### config.mk
export PLATFORM = sky130hd
export DESIGN_NAME = digital_flash_bridge
export DESIGN_NICKNAME = d
export VERILOG_FILES = /design/src/rtl/digital_flash_bridge.sv
export SDC_FILE = /design/constraint.sdc
export NUM_CORES = 1
export LEC_CHECK = 0
export CORE_AREA = 2 2 119 178
export CTS_BUF_LIST = sky130_fd_sc_hd__clkbuf_4
export CTS_CLUSTER_DIAMETER = 60
export DETAILED_ROUTE_END_ITERATION = 10
export DIE_AREA = 0 0 121 180
export GPL_ROUTABILITY_DRIVEN = 0
export PLACE_DENSITY = 0.58
export SETUP_SLACK_MARGIN = 0.4
export SLEW_MARGIN = 0
export SYNTH_ARGS = -nofsm -noshare
export SYNTH_HDL_FRONTEND = slang
export SYNTH_SLANG_ARGS = --single-unit
export TNS_END_PERCENT = 10
### constraint.sdc
create_clock -name flashclk -period 2.2 [get_ports flashclk]
set_clock_uncertainty 0.05 [all_clocks]
set_input_delay 0.22 -clock flashclk [delete_from_list [all_inputs] [get_ports flashclk]]
set_output_delay 0.22 -clock flashclk [all_outputs]
set_load 0.1 [all_outputs]
### src/rtl/digital_flash_bridge.sv
// Byte-serial bridge: splits a 1..NBYTES word access into little-endian byte
// beats on an external byte-wide memory, with wait states, ready handshake,
// a beat timeout and a single-cycle completion pulse.
module digital_flash_bridge #(
   parameter int XLEN        = 32,
   parameter int ADDR_W      = 32,
   parameter int WAIT_CYCLES = 1,
   parameter int TIMEOUT     = 64,
   localparam int NBYTES     = XLEN / 8,
   localparam int SW         = (NBYTES > 1) ? $clog2(NBYTES) : 1
) (
   input  logic              flashclk,
   input  logic              rst,
   input  logic [ADDR_W-1:0] flash_io_addr,
   input  logic              flash_io_read,
   input  logic              flash_io_write,
   input  logic [SW-1:0]     io_byte_size,
   input  logic [XLEN-1:0]   flash_io_wdata,
   output logic [XLEN-1:0]   flash_io_rdata,
   output logic              flash_io_ready,
   output logic              flash_io_error,
   output logic [ADDR_W-1:0] digital_flash_addr,
   output logic              digital_flash_read_en,
   output logic              digital_flash_write_en,
   output logic [7:0]        digital_flash_wdata,
   input  logic [7:0]        digital_flash_data,
   input  logic              digital_flash_ready
);

   localparam int WW = (WAIT_CYCLES > 0) ? $clog2(WAIT_CYCLES + 1) : 1;
   localparam int TW = (TIMEOUT > 0) ? $clog2(TIMEOUT + 1) : 1;

   typedef enum logic [1:0] {IDLE, BEAT, DONE, REARM} state_t;

   state_t            state, state_nxt;
   logic              op_wr;
   logic [ADDR_W-1:0] base;
   logic [XLEN-1:0]   wd_l;
   logic [SW-1:0]     last_k, k;
   logic [WW-1:0]     wcnt;
   logic [TW-1:0]     tcnt;
   logic              err;
   logic [XLEN-1:0]   rdata;

   logic              one_req, both_req;
   logic              waited, beat_ok, stall, tmo;

   assign one_req  = flash_io_read ^ flash_io_write;
   assign both_req = flash_io_read & flash_io_write;
   assign waited   = (int'(wcnt) == WAIT_CYCLES);
   assign beat_ok  = waited & digital_flash_ready;
   assign stall    = waited & ~digital_flash_ready;
   // A zero TIMEOUT means a beat may stall forever.
   assign tmo      = stall && (TIMEOUT != 0) && (int'(tcnt) == TIMEOUT - 1);

   // State register; reset aborts any access without a completion pulse.
   always_ff @(posedge flashclk or negedge rst) begin
      if (!rst) state <= IDLE;
      else      state <= state_nxt;
   end

   // Next-state logic.
   always_comb begin
      state_nxt = state;
      case (state)
         IDLE:    if (one_req) state_nxt = BEAT;
                  else if (both_req) state_nxt = DONE;
         BEAT:    if ((beat_ok && k == last_k) || tmo) state_nxt = DONE;
         DONE:    state_nxt = REARM;
         REARM:   if (!flash_io_read && !flash_io_write) state_nxt = IDLE;
         default: state_nxt = IDLE;
      endcase
   end

   // Request latch, beat/wait/timeout counters and read-data assembly.
   always_ff @(posedge flashclk or negedge rst) begin
      if (!rst) begin
         op_wr  <= 1'b0;
         base   <= '0;
         wd_l   <= '0;
         last_k <= '0;
         k      <= '0;
         wcnt   <= '0;
         tcnt   <= '0;
         err    <= 1'b0;
         rdata  <= '0;
      end else begin
         case (state)
            IDLE: begin
               k    <= '0;
               wcnt <= '0;
               tcnt <= '0;
               err  <= both_req;
               if (one_req) begin
                  op_wr  <= flash_io_write;
                  base   <= flash_io_addr;
                  wd_l   <= flash_io_wdata;
                  last_k <= (io_byte_size == '0) ? SW'(NBYTES - 1) : io_byte_size - 1'b1;
               end
               // Read data starts from zero on every accepted read (and on an
               // illegal request) so partial or failed reads show zero bytes.
               if (flash_io_read) rdata <= '0;
            end
            BEAT: begin
               if (beat_ok) begin
                  if (!op_wr) rdata[8*k +: 8] <= digital_flash_data;
                  k    <= k + 1'b1;
                  wcnt <= '0;
                  tcnt <= '0;
               end else if (!waited) begin
                  wcnt <= wcnt + 1'b1;
               end else if (tmo) begin
                  err <= 1'b1;
               end else if (TIMEOUT != 0) begin
                  tcnt <= tcnt + 1'b1;
               end
            end
            default: ;
         endcase
      end
   end

   // External pins are only active during a beat; completion is a DONE pulse.
   always_comb begin
      digital_flash_addr     = '0;
      digital_flash_read_en  = 1'b0;
      digital_flash_write_en = 1'b0;
      digital_flash_wdata    = '0;
      if (state == BEAT) begin
         digital_flash_addr     = base + ADDR_W'(k);
         digital_flash_read_en  = ~op_wr;
         digital_flash_write_en = op_wr;
         if (op_wr) digital_flash_wdata = wd_l[8*k +: 8];
      end
   end

   assign flash_io_ready = (state == DONE);
   assign flash_io_error = (state == DONE) & err;
   assign flash_io_rdata = rdata;

endmodule
==> flow_summary.yaml, run 1 <==
status:
  status: "complete, but fails checks"
  violations: "setup timing"
critical_path:
  critPathTopFamily: "simple AND/OR/NAND/NOR gates"
  crit_path_start_kind: "register"
  crit_top_cell: "a21oi_4"
  cp_max_fo: 7
  arrival_ns: 2.55
  r2r_cells: 5
  slowest_delay_ns: 0.48
  path_class: "reg2out"
  rr_startpoint: "k[0]$_DFFE_PN0N_"
  crit_chain: "ha_4, a21oi_4, or3_4, or4_4, a21oi_4, buf_12"
  reg2reg_slack_ns: 0.26
  worstReg2RegEnd: "flash_io_rdata[3]$_DFFE_PN0P_"
  required_ns: 1.93
  critical_path_buf_inv_count: 1
  cp-end-kind: "primary output"
  cpMaxStageDelayCell: "dfrtp_2"
logic_synthesis:
  synthCells: 536
  synth-async-reset-ratio: 1.00
  synthTopCellsByArea: "dfrtp_1 47%, mux2_2 12%, ha_1 3.1%"
  synth_top_area_share: 0.468
  post-synth-top-count-cell: "dfrtp_1"
  netlist_area_sq_um: 5990
  seq_area_frac_synth: 0.468
  yosysUniqueCellTypes: 54
  synth_nets: 631
  synth_edf_count: 0
  synth_area_leader_cell: "dfrtp_1"
  ys_ff_latch: 112
  avgSynthCellArea_sq_um: 11.2
  synth_warnings: 0
  synthFlopType: "dfrtp_1"
  synth_common_cells: "112 x dfrtp_1, 65 x mux2_2, 32 x nand2_1, 31 x o21ai_0, 30 x inv_1"
timing:
  period_needed_ns: 2.82
  finalCritPeriodShare: 1.28
  worst_pin_slew_ns: 0.639
  whs_ns: 0.208
  rsz0062_at_grt: "true"
  final.setup.worst_slack_ns: -0.620
  maxSlewHeadroom: 0.574
  fmax_mhz: 355
  setup_violations: 39
  hold_viol: 0
  final_max_slew_viol_count: 0
detailed_routing:
  num_vias: 4919
  ant_nets: 0
  dr.pass1.iters: 4
  drt_iter0_markers: 165
  post-route-drc-count: 0
  post_drt_wl_per_cell_um: 17.2
  viasPerCell: 4.94
  drt_wl_total_mm: 17.2
global_route:
  grt_overflow_total: 0
  grt_pass1_wl_mm: 28.0
  grt_pass1_vias: 5266
  grt_max_degree: 113
  track_usage: 0.162
  antenna_found_initial: 1
place:
  placedCellCount: 974
  io_buffers: 154
  dp_hpwl_mm: 12.9
  dpl-instance-area_sq_um: 8900
clock_tree:
  cts_buffer_depth: 2
  cts.clk_slew.worst_paths_ns: 0.21
  h-tree-depth: 3
  cts_sinks: 112
  cts_inserted_buffers: 9
  cts_tree: "yes"
  cts-root-buf: "clkbuf_4"
  clock_latency_ns: 0.51
hold_path:
  hold_class: "in2async"
die:
  die_w_um: 121
  start_util: 0.295
  pin_count: 155
  rows: 64
  die_h_um: 180
  die_area_sq_um: 21800
  fp.coreArea_sq_um: 20300
finish:
  finish.utilization: 0.463
  instances_no_fill: 996
  fin_nets: 820
  layout-drive-gt1-share: 0.441
  fin_area_sq_um: 9380
  area_growth_pct: 56.7
pwr:
  leakagePower_nw: 3.84
  peakVddDrop_mv: 0.571
  power_w: 0.0124
  power.density_nw_per_um2: 1320
run:
  maxCapViolCount: 0
==> sequential cells by signal (all words and copies together), names as in the netlist <==
name,cells
base,32
err,1
flash_io_rdata,32
k,2
last_k,2
op_wr,1
state,2
tcnt,7
waited,1
wd_l,32
==> area by class of cell <==
| type | count | area [sq um] |
|---|---|---|
| Timing Repair Buffer | 207 | 2420 |
| Clock buffer | 9 | 67.6 |
| Fill cell | 1830 | 10900 |
| Multi-Input combinational cell | 365 | 3540 |
| Clock inverter | 7 | 95.1 |
| Antenna cell | 2 | 5.00 |
| Tap cell | 264 | 330 |
| Inverter | 30 | 113 |
| Sequential cell | 112 | 2810 |
==> kinds of logic (layout without fill, tap and decap cells) <==
group                    after synthesis  count (layout)  share of synthesized area
flip-flops                           112             112                      0.468
AND/OR/NAND/NOR                      159             160                      0.158
multiplexers                          90              90                      0.181
buffers and inverters                 60             253                     0.0460
XOR/XNOR                              17              17                     0.0249
AO/OA/AOI/OAI                         82              82                     0.0874
other                                  0               2                          0
adder cells (fa/ha/maj)               16              16                     0.0347
==> report_power, final <==
part | internal (W) | switching [W] | leakage, nW | total (W)
combinational | 0.00323 | 0.00464 | 2.35 | 0.00787
clock | 0.000291 | 0.000831 | 0.0816 | 0.00112
sequential | 0.00282 | 0.000619 | 1.41 | 0.00344
total | 0.00634 | 0.00609 | 3.84 | 0.0124
==> per-stage QoR <==
stage,TNS [ns],setup slack [ns]
2_1_floorplan,-12.36,-0.370
3_3_place_gp,-0.866,-0.117
3_5_place_dp,-1.27,-0.150
4_1_cts,-17.02,-0.679
5_1_grt,-19.33,-0.739
6_report,-14.70,-0.620
==> layout by cell type, fill, tap and decap left out, types with 16 or more instances in the layout <==
cell type	count
dfrtp_1	110
clkdlybuf4s50_1	77
buf_4	68
mux2_2	65
buf_12	46
nand2_1	29
o21ai_0	29
inv_1	28
nand3_1	24
a22o_1	16
==> per-layer routing <==
metal,part of all wire,global-route usage
met2,0.54,0.298
met1,0.39,0.182
met4,0.022,0.0558
met5,0,0
met3,0.054,0.0352
==> tightest hold or removal path: stages <==
cell and delay, ns:
dlygate4sd3_1 0.53, buf_4 0.11, buf_12 0.43
==> worst max-delay path by stage <==
| stage | startpoint | endpoint | cells past startpoint |
|---|---|---|---|
| 3_3_place_gp | base[1]$_DFFE_PN0P_ | digital_flash_addr[19] | 6 |
| 6_report | base[1]$_DFFE_PN0P_ | digital_flash_addr[17] | 6 |
| 3_5_place_dp | base[1]$_DFFE_PN0P_ | digital_flash_addr[19] | 6 |
| 5_1_grt | k[0]$_DFFE_PN0N_ | digital_flash_addr[22] | 7 |
| 4_1_cts | base[1]$_DFFE_PN0P_ | digital_flash_addr[19] | 6 |
| 2_1_floorplan | k[1]$_DFFE_PN0N_ | digital_flash_addr[23] | 6 |
==> what timing repair did <==
| item | in CTS | in global routing |
|---|---|---|
| setup buffers | 1 | 1 |
| resized for setup | 43 | 20 |
| hold buffers | 1 | 0 |
| endpoints found under the hold margin | 112 | 0 |
| setup endpoints to repair | 87 | 143 |
| pin swaps | 20 | 6 |
| cloned | 1 | 0 |
No activity file was read; power rests on OpenSTA's default activity.
==> inputs of run 2 (changes only) <==
--- a/config.mk
+++ b/config.mk
@@ -5,15 +5,16 @@
 export SDC_FILE = /design/constraint.sdc
 export NUM_CORES = 1
 export LEC_CHECK = 0
+export ABC_CLOCK_PERIOD_IN_PS = 2200
 export CORE_AREA = 2 2 119 178
 export CTS_BUF_LIST = sky130_fd_sc_hd__clkbuf_4
 export CTS_CLUSTER_DIAMETER = 60
 export DETAILED_ROUTE_END_ITERATION = 10
 export DIE_AREA = 0 0 121 180
+export DONT_BUFFER_PORTS = 1
 export GPL_ROUTABILITY_DRIVEN = 0
-export PLACE_DENSITY = 0.58
+export PLACE_DENSITY = 0.48
 export SETUP_SLACK_MARGIN = 0.4
-export SLEW_MARGIN = 0
 export SYNTH_ARGS = -nofsm -noshare
 export SYNTH_HDL_FRONTEND = slang
 export SYNTH_SLANG_ARGS = --single-unit
==> run 2 against run 1 <==
  * Sequential power about the same
  * The run ends with hold timing, setup timing left
  * Global-route usage up 0.077 points
  * Register-to-register slack got worse by 0.06 ns
  * First-iteration DRC count decreased by 6.7%
  * Die area is the same
  * Final cell count decreased by 0.30%
  * Maximum frequency down 0.87%
  * Clock power is 4% higher
  * Critical path depth is the same
  * Largest power group unchanged
  * Highest routed layer unchanged
  * Via count is 2.1% lower
  * Setup slack got worse by 0.025 ns
==> flow_summary.yaml, run 2 (same netlist as run 1, synthesis figures left out) <==
status:
  status: "complete, but fails checks"
  violations: "hold timing, setup timing"
timing:
  hold_viol: 112
  worst_pin_slew_ns: 0.509
  finalCritPeriodShare: 1.29
  whs_ns: -0.673
  fmax_mhz: 352
  maxSlewHeadroom: 0.658
  final_max_slew_viol_count: 0
  rsz0062_at_grt: "true"
  setup_violations: 40
  setup_tns_ns: -15.20
  final.setup.worst_slack_ns: -0.645
  period_needed_ns: 2.84
critical_path:
  cp_max_fo: 7
  startpoint: "base[1]$_DFFE_PN0P_"
  path_class: "reg2out"
  rr_startpoint: "state[0]$_DFFE_PN0P_"
  required_ns: 1.93
  cp-end-kind: "primary output"
  crit_path_start_kind: "register"
  r2r_cells: 6
  arrival_ns: 2.57
  worstReg2RegEnd: "flash_io_rdata[2]$_DFFE_PN0P_"
  reg2reg_slack_ns: 0.20
clock_tree:
  cts.clk_slew.worst_paths_ns: 0.16
  cts_inserted_buffers: 9
  cts_sinks: 112
  cts_hold_buffers: 77
  cts_tree: "yes"
  clock_latency_ns: 0.52
  cts_buffer_depth: 2
  cts-root-buf: "clkbuf_4"
  h-tree-depth: 3
finish:
  fin_nets: 816
  layout-drive-gt1-share: 0.434
  layout_commonest_cell: "dfrtp_1"
  finish.utilization: 0.461
  register_area_sq_um: 2810
  most-common-layout-cells: "110 x dfrtp_1, 77 x dlygate4sd3_1, 70 x buf_4, 65 x mux2_2, 52 x buf_12"
  n_fill_cell: 1874
  area_growth_pct: 55.9
  multiInputGateArea_sq_um: 3530
die:
  die_h_um: 180
  start_util: 0.295
  pin_count: 155
  fp.coreArea_sq_um: 20300
  rows: 64
  die_area_sq_um: 21800
  die_w_um: 121
place:
  io_buffers: 0
  dp_hpwl_mm: 12.4
detailed_routing:
  post-route-drc-count: 0
  viasPerCell: 4.85
  ant_nets: 0
  num_vias: 4818
  drt_wl_total_mm: 17.3
  dr.pass1.iters: 4
  drt_iter0_markers: 154
  post_drt_wl_per_cell_um: 17.4
pwr:
  leakagePower_nw: 3.85
  peakVddDrop_mv: 0.536
  power.density_nw_per_um2: 1340
global_route:
  grt_max_degree: 113
  grt_pass1_wl_mm: 27.9
  track_usage: 0.163
  antenna_found_initial: 2
  grt_overflow_total: 0
  grt_pass1_vias: 5226
hold_path:
  hold_class: "in2async"
run:
  maxCapViolCount: 0
-- run 2: worst max-delay path, stage by stage, from the launching register on --
cell     delay [ns]
dfrtp_2        0.47
ha_4           0.29
a21oi_4        0.06
or3_4          0.42
or4_4          0.45
a21oi_4        0.17
buf_12         0.19
-- run 2: metal layers --
layer  track usage  share of wire
met2         0.299           0.55
met3        0.0397          0.065
met5             0              0
met1         0.180           0.37
met4        0.0567          0.018
-- run 2: repair_timing --
item / in CTS / in global routing
buffers inserted: 5 / 2
hold endpoints to repair: 220 / 112
gates cloned: 1 / 0
pin swaps: 23 / 5
resized for setup: 53 / 17
setup endpoints to repair: 84 / 139
-- run 2: final cells by class --
| cell class | instances | area share |
|---|---|---|
| multi-input combinational | 365 | 0.379 |
| sequential | 112 | 0.301 |
| timing repair buffer | 203 | 0.255 |
| tap | 264 | 0.0354 |
| inverter | 30 | 0.0123 |
| clock inverter | 5 | 0.00871 |
| clock buffer | 10 | 0.00804 |
| antenna | 4 | 0.00107 |
-- run 2: metrics by stage --
stage | area, sq um | hold WS, ns | power (W) | std cells | setup WS (ns)
final | 9330 | -0.673 | 0.0125 | 993 | -0.645
after global routing | 9330 | -0.716 | 0.0132 | 991 | -0.737
after global placement | 8060 | -0.118 | 0.0107 | 889 | -0.128
after detailed placement | 8060 | -0.119 | 0.0109 | 889 | -0.172
after CTS | 9220 | -0.724 | 0.0125 | 987 | -0.677
after floorplan | 6420 | -0.126 | 0.00849 | 536 | -0.370
-- run 2: power by group --
group	internal (W)	total (W)	switching, W
Clock	0.000469	0.00117	0.000700
Combinational	0.00328	0.00793	0.00466
Sequential	0.00282	0.00341	0.000593
-- run 2: how the worst max path moves through the flow --
stage,endpoint
final,digital_flash_addr[21]
after global routing,digital_flash_addr[22]
after CTS,digital_flash_addr[21]
after detailed placement,digital_flash_addr[21]
after global placement,digital_flash_addr[21]
after floorplan,digital_flash_addr[23]
==> RTL edit 1: new RTL, config.mk and constraints of run 1 <==
Register the output `digital_flash_addr`, with the module's reset; this adds one clock of latency there. The other outputs are not delayed to match.
--- a/src/rtl/digital_flash_bridge.sv
+++ b/src/rtl/digital_flash_bridge.sv
@@ -31,6 +31,8 @@
    localparam int TW = (TIMEOUT > 0) ? $clog2(TIMEOUT + 1) : 1;
 
    typedef enum logic [1:0] {IDLE, BEAT, DONE, REARM} state_t;
+
+   logic [ADDR_W-1:0] digital_flash_addr_d;
 
    state_t            state, state_nxt;
    logic              op_wr;
@@ -122,12 +124,12 @@
 
    // External pins are only active during a beat; completion is a DONE pulse.
    always_comb begin
-      digital_flash_addr     = '0;
+      digital_flash_addr_d   = '0;
       digital_flash_read_en  = 1'b0;
       digital_flash_write_en = 1'b0;
       digital_flash_wdata    = '0;
       if (state == BEAT) begin
-         digital_flash_addr     = base + ADDR_W'(k);
+         digital_flash_addr_d   = base + ADDR_W'(k);
          digital_flash_read_en  = ~op_wr;
          digital_flash_write_en = op_wr;
          if (op_wr) digital_flash_wdata = wd_l[8*k +: 8];
@@ -138,4 +140,12 @@
    assign flash_io_error = (state == DONE) & err;
    assign flash_io_rdata = rdata;
 
+   always_ff @(posedge flashclk or negedge rst) begin
+      if (!rst) begin
+         digital_flash_addr <= '0;
+      end else begin
+         digital_flash_addr <= digital_flash_addr_d;
+      end
+   end
+
 endmodule
Function: changed (Yosys sat finds a counterexample within 4 cycles, from zero or initial values and one cycle with rst low).
==> RTL edit 1 against run 1 <==
Cell area is 4.9% higher; setup slack improved by 0.60 ns; power is 7.9% higher; the flow still finishes with violations (negative setup slack); highest routed layer unchanged; global-route usage is 0.80 points higher; synthesized cell count is 10% higher; clock power rose by 57%; critical endpoint is now digital_flash_wdata[5]; via count is 8.3% higher; area after synthesis grew 11%; register-to-register slack worse by 0.26 ns; sequential cell count grew 32; die area is the same; routed wire length grew 5.3%; first-iteration DRC count rose by 70%.
==> RTL edit 1: results (changes against run 1) <==
* Crit path DAT at 1.95 ns (-0.60 ns)
* Cells on worst reg2reg path at 8 (+3)
* Detail Placement HPWL at 12600 um (-2.5%)
* Post-DP Area at 0.00876 mm^2 (-1.6%)
* Count of final setup violators at 8 (-79%)
* Largest net degree at the start of global routing at 44 (-61%)
* Worst Path Max Fanout at 9 (+2)
* Final worst slack at -0.0224 ns (+0.597 ns)
* H-tree levels at 4 (+1)
* R2r setup slk at 0 ns (-0.26 ns)
* DRT Wirelength at 18100 um (+5.3%)
* Status: finished, violations left
* Violated checks: negative setup slack
* Syn nets at 687 (+8.9%)
* Gr usage total at 0.170 (+0.00797)
* Vias per cell at 5.00 (+1.3%)
* Vias in the first global route at 5667 (+7.6%)
* Share of cells above drive strength 1 at 0.424 (-0.0173)
* First-pass GRT wire length at 29100 um (+4.0%)
* Nets at 882 (+7.6%)
* Most common library cells after synthesis: 144 x dfrtp_1, 66 x mux2_2, 47 x o21ai_0
* Sequential area share after synthesis at 0.540 (+0.0721)
* Max VDD drop at 798 uV (+40%)
* Number of distinct library cells after synthesis at 38 (-30%)
* Clk_lat worst skew at 0.57 ns (+0.06 ns)
* Clock Pin Slew Worst Setup and Hold Paths at 0.14 ns (-0.07 ns)
* Worst R2R End: digital_flash_addr[26]
* Top cells by area, synth: dfrtp_1 54%, mux2_2 11%, o21ai_0 3.5%
* Total congestion overflow at 0 (unchanged)
* Starting DRT DRC Count at 280 (+70%)
* Leak pwr at 4.19 nW (+9.0%)
* Slew headroom at 0.604 (+0.0295)
RTL edit 1: critical path: stages, from the launching register on:
cell and delay [ns]:
dfrtp_2 0.41, buf_12 0.15, mux4_2 0.51, and2_4 0.16
buf_12 0.16
RTL edit 1: layout make-up:
type	instances	area, um^2
Clock inverter	14	159
Clock buffer	18	135
Multi-Input combinational cell	381	3390
Tap cell	264	330
Sequential cell	144	3610
Inverter	39	156
Fill cell	1841	10400
Timing Repair Buffer	204	2060
Antenna cell	1	2.50
RTL edit 1: power by group:
part / total, mW / internal, mW / switching, mW
clock network: 1.76 / 0.705 / 1.05
registers: 4.35 / 3.59 / 0.762
logic: 7.30 / 2.79 / 4.51
RTL edit 1: layer usage:
metal,track usage,up-vias,share of wire
met5,0,-,0
met4,0.0656,0,0.026
met3,0.0454,29,0.051
met2,0.302,145,0.54
met1,0.193,2663,0.38
li1,-,2489,-
RTL edit 1: stage by stage:
step	setup slack, ns	hold slack, ns	utilization	cells
6_report	-0.0224	0.0863	0.486	1065
5_1_grt	-0.122	0.0685	0.486	1065
4_1_cts	-0.102	0.0553	0.470	1060
3_5_place_dp	-0.00618	0.134	0.432	1011
3_3_place_gp	0.0625	0.127	0.432	1011
2_1_floorplan	0.130	-0.126	-	592
RTL edit 1: cells by family after synthesis:
kind of cell	after synthesis	synth area share
AO/OA/AOI/OAI	89	0.0752
multiplexers	86	0.156
buffers and inverters	67	0.0383
AND/OR/NAND/NOR	178	0.143
XOR/XNOR	12	0.0158
flip-flops	144	0.540
adder cells (fa/ha/maj)	16	0.0311
RTL edit 1: what timing repair did:
item | 4_1_cts | 5_1_grt
buffers inserted | 13 | 4
hold endpoints to repair | 144 | 0
endpoints found under the setup margin | 140 | 100
gates resized for setup | 112 | 69
hold buffers | 1 | 0
pin swaps | 33 | 31
cloned | 3 | 0
RTL edit 1: worst max path at each step:
| stage | start | to | slack, ns |
|---|---|---|---|
| after detailed placement | k[1] | digital_flash_addr[17] | -0.006 |
| after CTS | k[0] | digital_flash_wdata[5] | -0.10 |
| final | k[0] | digital_flash_wdata[5] | -0.02 |
| after global routing | k[0] | digital_flash_wdata[6] | -0.12 |
| after floorplan | k[1] | digital_flash_addr[19] | 0.13 |
| after global placement | k[1] | digital_flash_addr[25] | 0.06 |
==> RTL edit 2: new RTL, settings of run 1 <==
Made on the original files. Set the parameter `ADDR_W` to 48 (it was 32).
--- a/src/rtl/digital_flash_bridge.sv
+++ b/src/rtl/digital_flash_bridge.sv
@@ -3,7 +3,7 @@
 // a beat timeout and a single-cycle completion pulse.
 module digital_flash_bridge #(
    parameter int XLEN        = 32,
-   parameter int ADDR_W      = 32,
+   parameter int ADDR_W      = 48,
    parameter int WAIT_CYCLES = 1,
    parameter int TIMEOUT     = 64,
    localparam int NBYTES     = XLEN / 8,
Interface: changed (resized digital_flash_addr and flash_io_addr); port bits go from 155 to 187. The function was not compared with the original's and may differ.
==> RTL edit 2 against run 1 <==
The run still ends with negative setup slack left; combinational power rose by 25%; area after synthesis up 19%; cell area up 27%; setup slack got worse by 0.27 ns; global-route usage rose by 5.4 points; power up 25%; sequential share of layout area fell by 3.0 points; hold slack worse by 0.068 ns; first-iteration DRC count rose by 92%; sequential cell count is 16 higher; routed wire length up 35%; critical path depth increased by 1; register-to-register slack lost 0.11 ns; critical path type unchanged; critical endpoint is now digital_flash_addr[31]; highest routed layer unchanged.
==> RTL edit 2: results (changes against run 1) <==
* Status: finished, violations left
* Violated checks: negative setup slack
* Clock Pin Slew Worst Setup and Hold Paths at 0.13 ns (-0.08 ns)
* Vias in the first global route at 7101 (+35%)
* CTS buffer count at 17 (+8)
* Comb group at 9.87 mW (+25%)
* Clk_lat worst skew at 0.54 ns (+0.03 ns)
* R2r startpoint: k[0]
* Pint at 8.12 mW (+28%)
* Vias at 6538 (+33%)
* R2r setup slk at 0.15 ns (-0.11 ns)
* Pwr/cell area at 1300 mW/mm^2 (-1.6%)
* PortBufs at 186 (+21%)
* Count of final setup violators at 55 (+41%)
* Final worst slack at -0.889 ns (-0.269 ns)
* Starting DRT DRC Count at 317 (+92%)
* Worst R2R End: flash_io_rdata[28]
* Crit path DAT at 2.82 ns (+0.27 ns)
* Post-DP Area at 0.0110 mm^2 (+24%)
* Antenna violations before repair at 2 (+1)
* Most common library cells after synthesis: 128 x dfrtp_1, 82 x mux2_2, 56 x nand2_1
* Max VDD drop at 570 uV (-0.28%)
* Share of cells above drive strength 1 at 0.467 (+0.0259)
* DRT Wirelength at 23200 um (+35%)
* Worst Setup EP: digital_flash_addr[31]
-- RTL edit 2: cell count changes in the layout (fill, tap and decap cells not counted), moves of 8 or more --
cell             delta
buf_4              +71
o21ai_0            +11
buf_12             +24
nand4_1            +13
nand2_1            +26
nand3_1            +10
nor2_4              -9
mux2_2             +17
and2_2              -8
clkdlybuf4s50_1    +16
dfrtp_1            +15
clkbuf_4            +8
a22o_1              -8
-- RTL edit 2: repair_timing --
| action | in CTS | in global routing |
|---|---|---|
| hold endpoints to repair | 73 | 0 |
| gates resized for setup | 49 | 62 |
| cloned | 1 | 0 |
| pin swaps | 14 | 23 |
| hold buffers | 1 | 0 |
| buffers inserted | 1 | 10 |
| endpoints found under the setup margin | 171 | 175 |
-- RTL edit 2: area by class of cell --
| cell class | count | area share |
|---|---|---|
| Multi-Input combinational cell | 483 | 0.374 |
| Inverter | 30 | 0.00986 |
| Tap cell | 264 | 0.0277 |
| Antenna cell | 2 | 0.000420 |
| Clock buffer | 17 | 0.0107 |
| Timing Repair Buffer | 312 | 0.294 |
| Clock inverter | 15 | 0.0145 |
| Sequential cell | 128 | 0.269 |
-- RTL edit 2: metrics by stage --
| stage | TNS, ns | instances | util |
|---|---|---|---|
| global placement | -9.59 | 1204 | 0.543 |
| finish | -34.06 | 1251 | 0.589 |
| detailed placement | -10.66 | 1204 | 0.543 |
| floorplan | -34.99 | 684 | - |
| CTS | -36.84 | 1239 | 0.569 |
| global route | -41.06 | 1250 | 0.588 |
-- RTL edit 2: worst max-delay path, cell delays in order, from the launching register on --
cell and delay (ns):
dfrtp_2 0.45, ha_4 0.28, a21oi_4 0.06, or4b_4 0.49, buf_6 0.15, or4_4 0.50
a21oi_4 0.16, buf_12 0.19
-- RTL edit 2: worst min-delay path by stage --
| stage | slack (ns) | cells past startpoint | end |
|---|---|---|---|
| floorplan | -0.13 | 0 | base[0] |
| global placement | 0.18 | 1 | base[33] |
| detailed placement | 0.19 | 1 | base[33] |
| CTS | 0.12 | 2 | base[33] |
| global route | 0.14 | 2 | base[33] |
| finish | 0.14 | 2 | base[33] |
-- RTL edit 2: routing by layer --
layer  up-vias  routed length (um)  global-route usage  part of all wire
met5         -                   0                   0                 0
met4         0                 426              0.0619             0.018
met3        32                1230              0.0523             0.053
met2       187               12700               0.398              0.55
met1      3253                8800               0.245              0.38
li1       3066                   -                   -                 -
-- RTL edit 2: cells by family after synthesis --
family	after synthesis	share of synthesized area
flip-flops	128	0.451
buffers and inverters	73	0.0404
AND/OR/NAND/NOR	233	0.185
multiplexers	105	0.177
adder cells (fa/ha/maj)	16	0.0293
XOR/XNOR	15	0.0185
AO/OA/AOI/OAI	114	0.0989
